`config.mk`:
```
export PLATFORM = sky130hd
export DESIGN_NAME = univ_shift_reg
export DESIGN_NICKNAME = d
export VERILOG_FILES = /design/src/rtl/univ_shift_reg.sv
export SDC_FILE = /design/constraint.sdc
export NUM_CORES = 1
export LEC_CHECK = 0
export ABC_AREA = 0
export ABC_CLOCK_PERIOD_IN_PS = 1500
export CORE_MARGIN = 2
export CORE_UTILIZATION = 40
export CTS_CLUSTER_SIZE = 14
export DETAILED_ROUTE_END_ITERATION = 10
export GPL_TIMING_DRIVEN = 0
export PLACE_DENSITY = 0.72
export SLEW_MARGIN = 20
export SYNTH_ARGS = -nofsm -noshare
export SYNTH_HDL_FRONTEND = slang
export SYNTH_SLANG_ARGS = --single-unit
export TNS_END_PERCENT = 5
```
`constraint.sdc`:
```
create_clock -name clk_i -period 1.5 [get_ports clk_i]
set_input_delay 0.3 -clock clk_i [delete_from_list [all_inputs] [get_ports clk_i]]
set_output_delay 0.3 -clock clk_i [all_outputs]
set_load 0.02 [all_outputs]
```
`src/rtl/univ_shift_reg.sv`:
```
// Universal WIDTH-bit register: hold/load/shift/rotate/clear with serial I/O,
// plus a burst engine that repeats one shift or rotate Count times.
module univ_shift_reg #(
    parameter int unsigned          WIDTH   = 8,
    parameter logic [WIDTH-1:0]     RST_VAL = '0,
    localparam int unsigned         CW      = $clog2(WIDTH + 1)
) (
    input  logic             clk_i,
    input  logic             rst_ni,
    input  logic             en_i,
    input  logic [2:0]       mode_i,
    input  logic [WIDTH-1:0] d_i,
    input  logic             sin_i,
    input  logic             start_i,
    input  logic [CW-1:0]    count_i,
    output logic [WIDTH-1:0] q_o,
    output logic [WIDTH-1:0] q_bar_o,
    output logic             sout_o,
    output logic             busy_o,
    output logic             done_o
);

    localparam logic [2:0] ModeHold  = 3'b000;
    localparam logic [2:0] ModeLoad  = 3'b001;
    localparam logic [2:0] ModeShl   = 3'b010;
    localparam logic [2:0] ModeLshr  = 3'b011;
    localparam logic [2:0] ModeAshr  = 3'b100;
    localparam logic [2:0] ModeRol   = 3'b101;
    localparam logic [2:0] ModeRor   = 3'b110;
    localparam logic [2:0] ModeClear = 3'b111;

    typedef enum logic [0:0] {StIdle, StRun} state_e;

    state_e           state_q, state_d;
    logic [2:0]       mode_q, mode_d;
    logic [CW-1:0]    rem_q, rem_d;
    logic [WIDTH-1:0] q_q, q_d;
    logic             sout_q, sout_d;
    logic             done_q, done_d;

    logic [2:0]       step_mode;
    logic [WIDTH-1:0] step_q;
    logic             step_sout;
    logic             burst_mode;

    // In RUN the latched mode drives the step; in IDLE the live mode does.
    assign step_mode  = (state_q == StRun) ? mode_q : mode_i;
    // Only shifts and rotates may span more than one step.
    assign burst_mode = (mode_i >= ModeShl) && (mode_i <= ModeRor);

    // Result of applying one step of step_mode to the current contents.
    always_comb begin
        step_q    = q_q;
        step_sout = sout_q;
        unique case (step_mode)
            ModeHold:  step_q = q_q;
            ModeLoad:  step_q = d_i;
            ModeShl: begin
                step_q    = {q_q[WIDTH-2:0], sin_i};
                step_sout = q_q[WIDTH-1];
            end
            ModeLshr: begin
                step_q    = {sin_i, q_q[WIDTH-1:1]};
                step_sout = q_q[0];
            end
            ModeAshr: begin
                step_q    = {q_q[WIDTH-1], q_q[WIDTH-1:1]};
                step_sout = q_q[0];
            end
            ModeRol: begin
                step_q    = {q_q[WIDTH-2:0], q_q[WIDTH-1]};
                step_sout = q_q[WIDTH-1];
            end
            ModeRor: begin
                step_q    = {q_q[0], q_q[WIDTH-1:1]};
                step_sout = q_q[0];
            end
            ModeClear: step_q = RST_VAL;
            default:   step_q = q_q;
        endcase
    end

    // Next-state: request acceptance in IDLE, step countdown in RUN.
    always_comb begin
        state_d = state_q;
        mode_d  = mode_q;
        rem_d   = rem_q;
        q_d     = q_q;
        sout_d  = sout_q;
        done_d  = 1'b0;
        unique case (state_q)
            StIdle: begin
                if (start_i) begin
                    if (count_i == '0) begin
                        // Zero-length request completes without touching Q.
                        done_d = 1'b1;
                    end else begin
                        q_d    = step_q;
                        sout_d = step_sout;
                        if (burst_mode && (count_i > CW'(1))) begin
                            state_d = StRun;
                            mode_d  = mode_i;
                            rem_d   = count_i - CW'(1);
                        end else begin
                            done_d = 1'b1;
                        end
                    end
                end else if (en_i) begin
                    q_d    = step_q;
                    sout_d = step_sout;
                end
            end
            StRun: begin
                q_d    = step_q;
                sout_d = step_sout;
                rem_d  = rem_q - CW'(1);
                if (rem_q == CW'(1)) begin
                    state_d = StIdle;
                    done_d  = 1'b1;
                end
            end
            default: state_d = StIdle;
        endcase
    end

    // State registers; reset aborts any burst in flight.
    always_ff @(posedge clk_i or negedge rst_ni) begin
        if (!rst_ni) begin
            state_q <= StIdle;
            mode_q  <= ModeHold;
            rem_q   <= '0;
            q_q     <= RST_VAL;
            sout_q  <= 1'b0;
            done_q  <= 1'b0;
        end else begin
            state_q <= state_d;
            mode_q  <= mode_d;
            rem_q   <= rem_d;
            q_q     <= q_d;
            sout_q  <= sout_d;
            done_q  <= done_d;
        end
    end

    // Outputs are direct register views; Q_bar is purely combinational.
    always_comb begin
        q_o     = q_q;
        q_bar_o = ~q_q;
        sout_o  = sout_q;
        busy_o  = (state_q == StRun);
        done_o  = done_q;
    end

endmodule

```
==> results of run 1 <==
[cells in the final DEF, fill, tap and decap left out, drive strengths merged, types with 2 or more instances in the layout]
cell type,n
nor2,12
nand2,5
xor2,4
clkdlybuf4s15,4
nor3,8
buf,8
or2,5
a21oi,2
ha,5
clkdlybuf4s50,12
nand3,3
a221oi,7
dlymetal6s2s,2
clkbuf,7
mux2,7
inv,14
dfrtp,18
dlygate4sd2,17
o21ai,11
o31ai,9
mux2i,10
[sequential cells by signal, indices dropped and copies added, names as in the netlist]
register / flops
mode_q: 3
sout_o: 1
done_o: 1
busy_o: 1
q_o: 8
rem_q: 4
[repair_timing]
| item | 4_1_cts | 5_1_grt |
|---|---|---|
| pin swaps | 4 | 6 |
| setup endpoints to repair | 36 | 20 |
| endpoints found under the hold margin | 0 | 0 |
| gates resized for setup | 37 | 13 |
| setup buffers | 3 | 1 |
[stage by stage]
stage          cell area, um2  utilization, %  power, mW  setup TNS (ns)
6_report                 1890            61.3       4.23           -1.56
5_1_grt                  1890            61.3       4.59           -2.82
4_1_cts                  1860            60.3       4.15           -1.45
3_5_place_dp             1790            58.1       3.94          -11.13
3_3_place_gp             1790            58.1       3.87          -10.78
2_1_floorplan            1350               -       3.03           -1.83
[worst max-delay path, cell delays in order (launching register included)]
cell and delay (ns):
dfrtp_2 0.43, buf_8 0.15, mux2_4 0.36, mux2i_4 0.28, a221oi_1 0.14, o31ai_1 0.25
[worst max-delay path by stage]
| stage | start | to | slack, ns | cells past startpoint |
|---|---|---|---|---|
| after global routing | busy_o | q_o[7] | -0.31 | 5 |
| after global placement | count_i[0] | mode_q[1] | -0.80 | 7 |
| after CTS | busy_o | q_o[7] | -0.20 | 5 |
| after detailed placement | count_i[0] | mode_q[1] | -0.79 | 7 |
| after floorplan | busy_o | q_o[2] | -0.16 | 5 |
| final | busy_o | q_o[3] | -0.19 | 5 |
[metal layers]
layer,up-vias,share of wire (%),global-route usage (%)
li1,580,-,-
met3,4,6.8,2.94
met1,571,41,22.5
met5,-,0,0
met2,47,51,33.3
met4,0,0.98,7.45
[final cells by class]
cell class                      count  area, um2
Sequential cell                    18        452
Timing Repair Buffer               42        385
Fill cell                         273       1190
Tap cell                           44       55.1
Clock buffer                        4       36.3
Buffer                              4       38.8
Multi-Input combinational cell     97        866
Inverter                           14       52.6
[kinds of logic (layout without fill, tap and decap cells)]
kind of cell | Yosys count | count (layout) | synth area share, %
AOI/OAI and AO/OA | 35 | 35 | 19.8
adders and majority gates | 5 | 5 | 4.81
DFF | 18 | 18 | 34.6
buffers and inverters | 18 | 64 | 6.45
and+or+nand+nor | 35 | 35 | 13.5
xor gates and xnor gates | 5 | 5 | 3.95
muxes | 17 | 17 | 16.8
[power groups by stage]
stage               logic (mW)  registers, mW  clock network (mW)
floorplan                 1.87           1.15                   0
global placement          2.85           1.02                   0
detailed placement        2.90           1.04                   0
CTS                       2.80           1.02               0.325
global route              3.16           1.08               0.343
finish                    2.88           1.03               0.312
==> impl_metrics.env, run 1 <==
export IMPL_rsz0062_at_grt="yes"
export IMPL_final_max_slew_violation_count=0
export IMPL_outcome="finished, violations left"
export IMPL_synth_top_cell_area_share_pct=34.6
export IMPL_io_pins=39
export IMPL_min_path_type="in -> reg"
export IMPL_p_seq_share_pct=24.4
export IMPL_setup_viol=9
export IMPL_intPower_mw=2.25
export IMPL_period_share_pct=113
export IMPL_leakagePower_nw=0.864
export IMPL_worst_pin_slew_ns=0.835
export IMPL_timing_rr_end="q_o[3]"
export IMPL_diodes=0
export IMPL_end_kind="register"
export IMPL_power_clock_fraction_pct=7.4
export IMPL_sw_frac_of_total_pct=46.7
export IMPL_cts_root_buf="clkbuf_4"
export IMPL_syn_nets=158
export IMPL_whs_endpoint="mode_q[1]"
export IMPL_ys_flop_type="dfrtp_1"
export IMPL_yosys_register_bits=18
export IMPL_area_growth_pct=45.0
export IMPL_die_h_um=61.0
export IMPL_start_util_pct=42.2
export IMPL_peakVddDrop_uv=1210
export IMPL_yosysUniqueCellTypes=32
export IMPL_synth_most_common_cell="dfrtp_1"
export IMPL_nNetsFinal=205
export IMPL_grt_max_degree=19
export IMPL_regToRegStartpoint="busy_o"
export IMPL_placedCellCount=215
export IMPL_drv_cap=0
export IMPL_antenna_found_initial=0
export IMPL_synthArstFlopShare_pct=100
export IMPL_post_place_ws_ns=-0.794
export IMPL_setup_slack_ns=-0.192
export IMPL_port_buffers=38
export IMPL_p_comb_share_pct=68.2
export IMPL_synthCells=133
export IMPL_synth_edf_count=0
export IMPL_dr_first_iter_drc_count=44
export IMPL_cts_buffers=3
export IMPL_synthTopCellsByArea="dfrtp_1 (35%), mux2i_1 (5.4%), o31ai_1 (5.2%)"
export IMPL_hold_start="mode_i[1]"
export IMPL_syn_area_um2=1300
export IMPL_synth_commonest_cells="dfrtp_1 (18), inv_1 (14), nor2_1 (11), o21ai_0 (11), o31ai_1 (9)"
export IMPL_drc=0
export IMPL_violations="setup timing"
export IMPL_wl_per_cell_um=14.2
export IMPL_p_sw_mw=1.98
export IMPL_dr_pass1_iters=4
export IMPL_r2r_cells=5
export IMPL_arrival_ns=1.90
export IMPL_wl_mm=3.17
export IMPL_hold_violations=0
export IMPL_p_per_area_nw_per_um2=2240
export IMPL_grt_pass1_wl_mm=5.31
export IMPL_grt_overflow=0
export IMPL_dieArea_um2=3720
export IMPL_vias=1202
export IMPL_coreArea_um2=3080
export IMPL_rrSetupSlack_ns=-0.19
export IMPL_cp_required_ns=1.71
export IMPL_grt_pass1_vias=1245
export IMPL_ant_nets=0
export IMPL_path_class="reg -> reg"
export IMPL_dpl_hpwl_mm=2.38
export IMPL_period_minus_slack_ns=1.69
export IMPL_htree_levels=1
export IMPL_fmax_mhz=591
export IMPL_gp_congestion=0.791
export IMPL_hold_depth=2
export IMPL_cts_tree="built"
export IMPL_ys_seq_area_share_pct=34.6
export IMPL_instances_no_fill=223
export IMPL_synth_top_cell_by_area="dfrtp_1"
export IMPL_yosysWarnings=0
export IMPL_crit_path_start_kind="register"
export IMPL_post_synth_cell_area_avg_um2=9.77
export IMPL_holdWs_ns=0.365
export IMPL_drive_above_1_share_pct=26.3
export IMPL_clock_latency_ns=0.30
export IMPL_clockBufferDepth=2
export IMPL_routed_via_density=5.39
export IMPL_worst_path_max_fanout=7
export IMPL_clock_sinks=18
export IMPL_grt_use_total_pct=18.7
export IMPL_die_w_um=61.0
export IMPL_clock_skew_ns=0.00785
export IMPL_relSlewSlack_pct=44.1
export IMPL_ctsHoldBuffers=0
export IMPL_path_clk_slew_ns=0.12
export IMPL_rows=20
Note: power is estimated with default switching activity, not from simulation.
==> inputs of run 2 (changes only) <==
--- a/config.mk
+++ b/config.mk
@@ -8,11 +8,10 @@
 export ABC_AREA = 0
 export ABC_CLOCK_PERIOD_IN_PS = 1500
 export CORE_MARGIN = 2
-export CORE_UTILIZATION = 40
+export CORE_UTILIZATION = 31
 export CTS_CLUSTER_SIZE = 14
 export DETAILED_ROUTE_END_ITERATION = 10
 export GPL_TIMING_DRIVEN = 0
-export PLACE_DENSITY = 0.72
 export SLEW_MARGIN = 20
 export SYNTH_ARGS = -nofsm -noshare
 export SYNTH_HDL_FRONTEND = slang
==> run 2 against run 1 <==
Compared with the run above:
- the run still ends with setup timing left
- die area increased by 27%
- largest power group unchanged
- clock skew decreased by 0.0047 ns
- utilization decreased by 12 points
- via count increased by 1.1%
- critical path depth unchanged
- critical path type unchanged
- total power increased by 6.0%
- clock-buffer cell count unchanged
- first-iteration DRC count increased by 16%
- wire length increased by 12%
- maximum frequency decreased by 1.9%
- hold slack improved by 0.084 ns
==> impl_metrics.env, run 2 (same netlist as run 1, synthesis figures left out) <==
export IMPL_min_path_type="in -> reg"
export IMPL_layout_commonest_cell="dlygate4sd2_1"
export IMPL_fin_util_pct=49.1
export IMPL_cts_tree="built"
export IMPL_io_pins=39
export IMPL_die_h_um=68.8
export IMPL_drv_cap=0
export IMPL_rsz0062_at_grt="yes"
export IMPL_instances_no_fill=233
export IMPL_final_max_slew_violation_count=0
export IMPL_ant_nets=0
export IMPL_post_place_ws_ns=-0.838
export IMPL_outcome="finished, violations left"
export IMPL_period_minus_slack_ns=1.73
export IMPL_ctsHoldBuffers=0
export IMPL_path_class="reg -> reg"
export IMPL_rows=23
export IMPL_cp_required_ns=1.66
export IMPL_r2r_cells=5
export IMPL_arrival_ns=1.89
export IMPL_clock_skew_ns=0.00317
export IMPL_grt_pass1_vias=1222
export IMPL_routed_via_density=5.21
export IMPL_dpl_cell_area_um2=1800
export IMPL_coreArea_um2=4030
export IMPL_clock_latency_ns=0.26
export IMPL_largest_reg_flops=8
export IMPL_endpoint="q_o[7]"
export IMPL_vias=1215
export IMPL_hold_violations=0
export IMPL_placedCellCount=221
export IMPL_antenna_found_initial=0
export IMPL_violations="setup timing"
export IMPL_regToRegStartpoint="busy_o"
export IMPL_timing_rr_end="q_o[7]"
export IMPL_crit_chain="buf_8, mux2_4, mux2i_4, a221oi_1, o31ai_1"
export IMPL_crit_path_start_kind="register"
export IMPL_dieArea_um2=4730
export IMPL_dr_pass1_iters=4
export IMPL_clockBufferDepth=2
export IMPL_die_w_um=68.8
export IMPL_grt_overflow=0
export IMPL_grt_use_total_pct=16.0
export IMPL_clock_sinks=18
export IMPL_grt_max_degree=19
export IMPL_worstSetupStartpoint="busy_o"
export IMPL_gp_congestion=0.805
export IMPL_cts_buffers=3
export IMPL_leakagePower_nw=0.908
export IMPL_worst_path_max_fanout=7
export IMPL_holdWs_ns=0.448
export IMPL_peakVddDrop_uv=938
export IMPL_rrSetupSlack_ns=-0.23
export IMPL_drive_above_1_share_pct=27.3
export IMPL_cts_root_buf="clkbuf_8"
export IMPL_relSlewSlack_pct=42.7
export IMPL_diodes=0
export IMPL_fmax_mhz=580
export IMPL_drc=0
export IMPL_start_util_pct=32.3
export IMPL_p_per_area_nw_per_um2=2260
export IMPL_port_buffers=38
export IMPL_path_clk_slew_ns=0.08
export IMPL_wl_mm=3.56
export IMPL_fillers=385
export IMPL_fin_area_um2=1980
export IMPL_wl_per_cell_um=15.3
export IMPL_period_share_pct=115
export IMPL_critPathMaxStageDelay_ns=0.42
export IMPL_setup_viol=13
export IMPL_dpl_hpwl_mm=2.54
export IMPL_hold_start="count_i[0]"
export IMPL_nNetsFinal=209
export IMPL_end_kind="register"
export IMPL_area_growth_pct=52.3
export IMPL_grt_pass1_wl_mm=5.67
export IMPL_dr_first_iter_drc_count=51
export IMPL_cp_slowest_cell="dfrtp_2"
export IMPL_htree_levels=1
export IMPL_setup_slack_ns=-0.225
export IMPL_worst_pin_slew_ns=0.857
export IMPL_final_cell_mix="dlygate4sd2_1 (20), dfrtp_1 (17), inv_1 (12), clkdlybuf4s50_1 (12)"
export IMPL_power_total_mw=4.48
export IMPL_setup_tns_ns=-1.77
run 2: changes by cell type in the layout (fill, tap and decap cells not counted), sizes merged:
cell           delta
dlygate4sd2       +3
buf               +2
clkdlybuf4s15     -2
dlymetal6s2s      +1
run 2: power breakdown:
group	internal, mW	leakage [nW]	switching, mW
clock network	0.234	0.0288	0.183
logic	1.43	0.665	1.58
registers	0.753	0.214	0.302
run 2: final cells by class:
| cell class | instances | area, um2 | area share (%) |
|---|---|---|---|
| timing repair buffer | 46 | 425 | 21.5 |
| sequential | 18 | 452 | 22.8 |
| multi-input combinational | 97 | 885 | 44.7 |
| inverter | 14 | 52.6 | 2.65 |
| clock buffer | 4 | 55.1 | 2.78 |
| tap | 50 | 62.6 | 3.16 |
| buffer | 4 | 47.5 | 2.40 |
run 2: metal layers:
layer / up-vias / global-route usage [%] / part of all wire, %
met1: 573 / 19.6 / 44
met4: 0 / 3.68 / 0.87
met3: 4 / 2.60 / 5.8
li1: 585 / - / -
met5: - / 0 / 0
met2: 53 / 29.3 / 49
run 2: what timing repair did:
action                                  in CTS  in global routing
pin swaps                                    4                  2
resized for setup                           39                 14
endpoints found under the setup margin      35                 18
cloned                                       0                  0
setup buffers                                5                  3
run 2: critical path, delay by kind of cell (launching register included):
| family | cells | cell delay [ns] |
|---|---|---|
| AO/OA/AOI/OAI | 2 | 0.40 |
| multiplexers | 2 | 0.67 |
| flip-flops | 1 | 0.42 |
| buffers and inverters | 1 | 0.15 |
run 2: worst min-delay path by stage:
| stage | end | slack (ns) | cells after the start |
|---|---|---|---|
| finish | rem_q[0] | 0.45 | 4 |
| global route | rem_q[0] | 0.49 | 4 |
| CTS | q_o[3] | 0.56 | 1 |
| detailed placement | mode_q[1] | 0.53 | 1 |
| global placement | mode_q[1] | 0.52 | 1 |
| floorplan | busy_o | 0.004 | 0 |
==> inputs of run 3 (changes only) <==
--- a/config.mk
+++ b/config.mk
@@ -7,7 +7,8 @@
 export LEC_CHECK = 0
 export ABC_AREA = 0
 export ABC_CLOCK_PERIOD_IN_PS = 1500
-export CORE_MARGIN = 2
+export CORE_ASPECT_RATIO = 1.4
+export CORE_MARGIN = 3
 export CORE_UTILIZATION = 31
 export CTS_CLUSTER_SIZE = 14
 export DETAILED_ROUTE_END_ITERATION = 10
==> run 3 against run 2 <==
Compared with the run above:
- the run still ends with setup timing left
- clock power is 1% lower
- utilization rose by 1.6 points
- global-route usage down 0.45 points
- critical path depth is the same
- via count increased by 1.6%
- combinational power increased by 8.3%
- wire length increased by 0.93%
- sequential power about the same
- die area increased by 6.1%
- sequential share of layout area is 0.47 points lower
- highest routed layer unchanged
==> impl_metrics.env, run 3 (same netlist as run 1, synthesis figures left out) <==
export IMPL_peakVddDrop_uv=1220
export IMPL_vias=1234
export IMPL_post_place_ws_ns=-0.846
export IMPL_arrival_ns=1.86
export IMPL_dpl_cell_area_um2=1790
export IMPL_die_h_um=82.6
export IMPL_holdWs_ns=0.528
export IMPL_largest_reg_flops=8
export IMPL_drc=0
export IMPL_nNetsFinal=208
export IMPL_cts_root_buf="clkbuf_8"
export IMPL_crit_path_start_kind="register"
export IMPL_clock_sinks=18
export IMPL_rsz0062_at_grt="yes"
export IMPL_layout_commonest_cell="dlygate4sd2_1"
export IMPL_wl_mm=3.59
export IMPL_cts_buffers=3
export IMPL_grt_max_degree=19
export IMPL_path_class="reg -> reg"
export IMPL_endpoint="q_o[0]"
export IMPL_start_util_pct=32.6
export IMPL_instances_no_fill=225
export IMPL_setup_tns_ns=-1.86
export IMPL_worst_pin_slew_ns=0.904
export IMPL_placedCellCount=214
export IMPL_drive_above_1_share_pct=31.9
export IMPL_rows=27
export IMPL_ctsHoldBuffers=0
export IMPL_setup_slack_ns=-0.200
export IMPL_dieArea_um2=5020
export IMPL_regToRegStartpoint="busy_o"
export IMPL_crit_chain="buf_6, mux2_4, xnor2_4, a2111oi_2, o31ai_1"
export IMPL_cp_required_ns=1.66
export IMPL_dr_pass1_iters=4
export IMPL_critPathMaxStageDelay_ns=0.41
export IMPL_r2r_cells=5
export IMPL_clockBufferDepth=2
export IMPL_use_met1_pct=18.2
export IMPL_grt_use_total_pct=15.6
export IMPL_io_pins=39
export IMPL_grt_pass1_wl_mm=5.98
export IMPL_gp_congestion=0.758
export IMPL_antenna_found_initial=0
export IMPL_min_path_type="in -> reg"
export IMPL_outcome="finished, violations left"
export IMPL_coreArea_um2=3990
export IMPL_routed_via_density=5.48
export IMPL_power_total_mw=4.73
export IMPL_setup_viol=12
export IMPL_grt_pass1_vias=1246
export IMPL_end_kind="register"
export IMPL_clock_latency_ns=0.25
export IMPL_diodes=0
export IMPL_wl_per_cell_um=16.0
export IMPL_dpl_hpwl_mm=2.68
export IMPL_relSlewSlack_pct=39.6
export IMPL_grt_util_met3_pct=2.49
export IMPL_p_per_area_nw_per_um2=2340
export IMPL_worst_path_max_fanout=7
export IMPL_dr_first_iter_drc_count=22
export IMPL_final_cell_mix="dlygate4sd2_1 (24), dfrtp_1 (17), inv_1 (12), clkdlybuf4s50_1 (12), o21ai_0 (11)"
export IMPL_drv_cap=0
export IMPL_timing_rr_end="q_o[0]"
export IMPL_busiest_layer="met2"
export IMPL_cp_slowest_cell="dfrtp_2"
export IMPL_ant_nets=0
export IMPL_fmax_mhz=588
export IMPL_leakagePower_nw=0.897
export IMPL_hold_violations=0
export IMPL_htree_levels=1
export IMPL_grt_overflow=0
export IMPL_port_buffers=38
export IMPL_period_share_pct=113
export IMPL_worstSetupStartpoint="busy_o"
export IMPL_period_minus_slack_ns=1.70
export IMPL_grtUsageMet2_pct=28.8
export IMPL_clock_skew_ns=0.00125
export IMPL_area_growth_pct=55.4
export IMPL_fin_util_pct=50.7
export IMPL_fin_area_um2=2020
export IMPL_path_clk_slew_ns=0.08
export IMPL_die_w_um=60.7
export IMPL_final_max_slew_violation_count=0
export IMPL_cts_tree="built"
export IMPL_violations="setup timing"
export IMPL_rrSetupSlack_ns=-0.20
[run 3: cell count changes in the layout (fill, tap and decap cells not counted), moves of 2 or more]
cell,previous run,this run
buf_12,0,2
dlygate4sd2_1,20,24
a221oi_1,6,1
o31ai_2,0,5
a221oi_2,1,6
o31ai_1,9,4
dlymetal6s2s_1,3,0
[run 3: layer usage]
metal | wire [um] | vias up | part of all wire, %
li1 | - | 587 | -
met1 | 1440 | 598 | 40
met2 | 1880 | 47 | 52
met3 | 259 | 2 | 7.2
met4 | 14 | 0 | 0.39
met5 | 0 | - | 0
[run 3: timing repair]
action,CTS,global route
setup buffers,6,1
gates cloned,0,0
setup endpoints to repair,36,14
pin swaps,5,4
resized for setup,45,12
[run 3: critical path: cells and delay by family, from the launching register on]
kind | cells | cell delay (ns)
DFF | 1 | 0.41
muxes | 1 | 0.37
AOI/OAI and AO/OA | 2 | 0.36
xor gates and xnor gates | 1 | 0.31
buffers and inverters | 1 | 0.15
[run 3: how the worst min path moves through the flow]
stage | from | endpoint | slack, ns | cells after the start
2_1_floorplan | rst_ni | busy_o | 0.004 | 0
3_3_place_gp | mode_q[1] | mode_q[1] | 0.53 | 1
3_5_place_dp | mode_q[1] | mode_q[1] | 0.53 | 1
4_1_cts | mode_i[1] | mode_q[1] | 0.51 | 2
5_1_grt | mode_i[0] | mode_q[0] | 0.55 | 2
6_report | mode_i[1] | mode_q[1] | 0.53 | 2
[run 3: area by class of cell]
class                      instances  area (um2)
buffer                             4        37.5
clock buffer                       4        55.1
fill                             383        1970
inverter                          14        52.6
multi-input combinational         97         941
sequential                        18         452
tap                               43        53.8
timing repair buffer              45         429
[run 3: power by group]
group          total (mW)  switching, mW  internal [mW]
clock               0.412          0.179          0.233
combinational        3.26           1.71           1.55
sequential           1.06          0.304          0.753
total                4.73           2.19           2.53
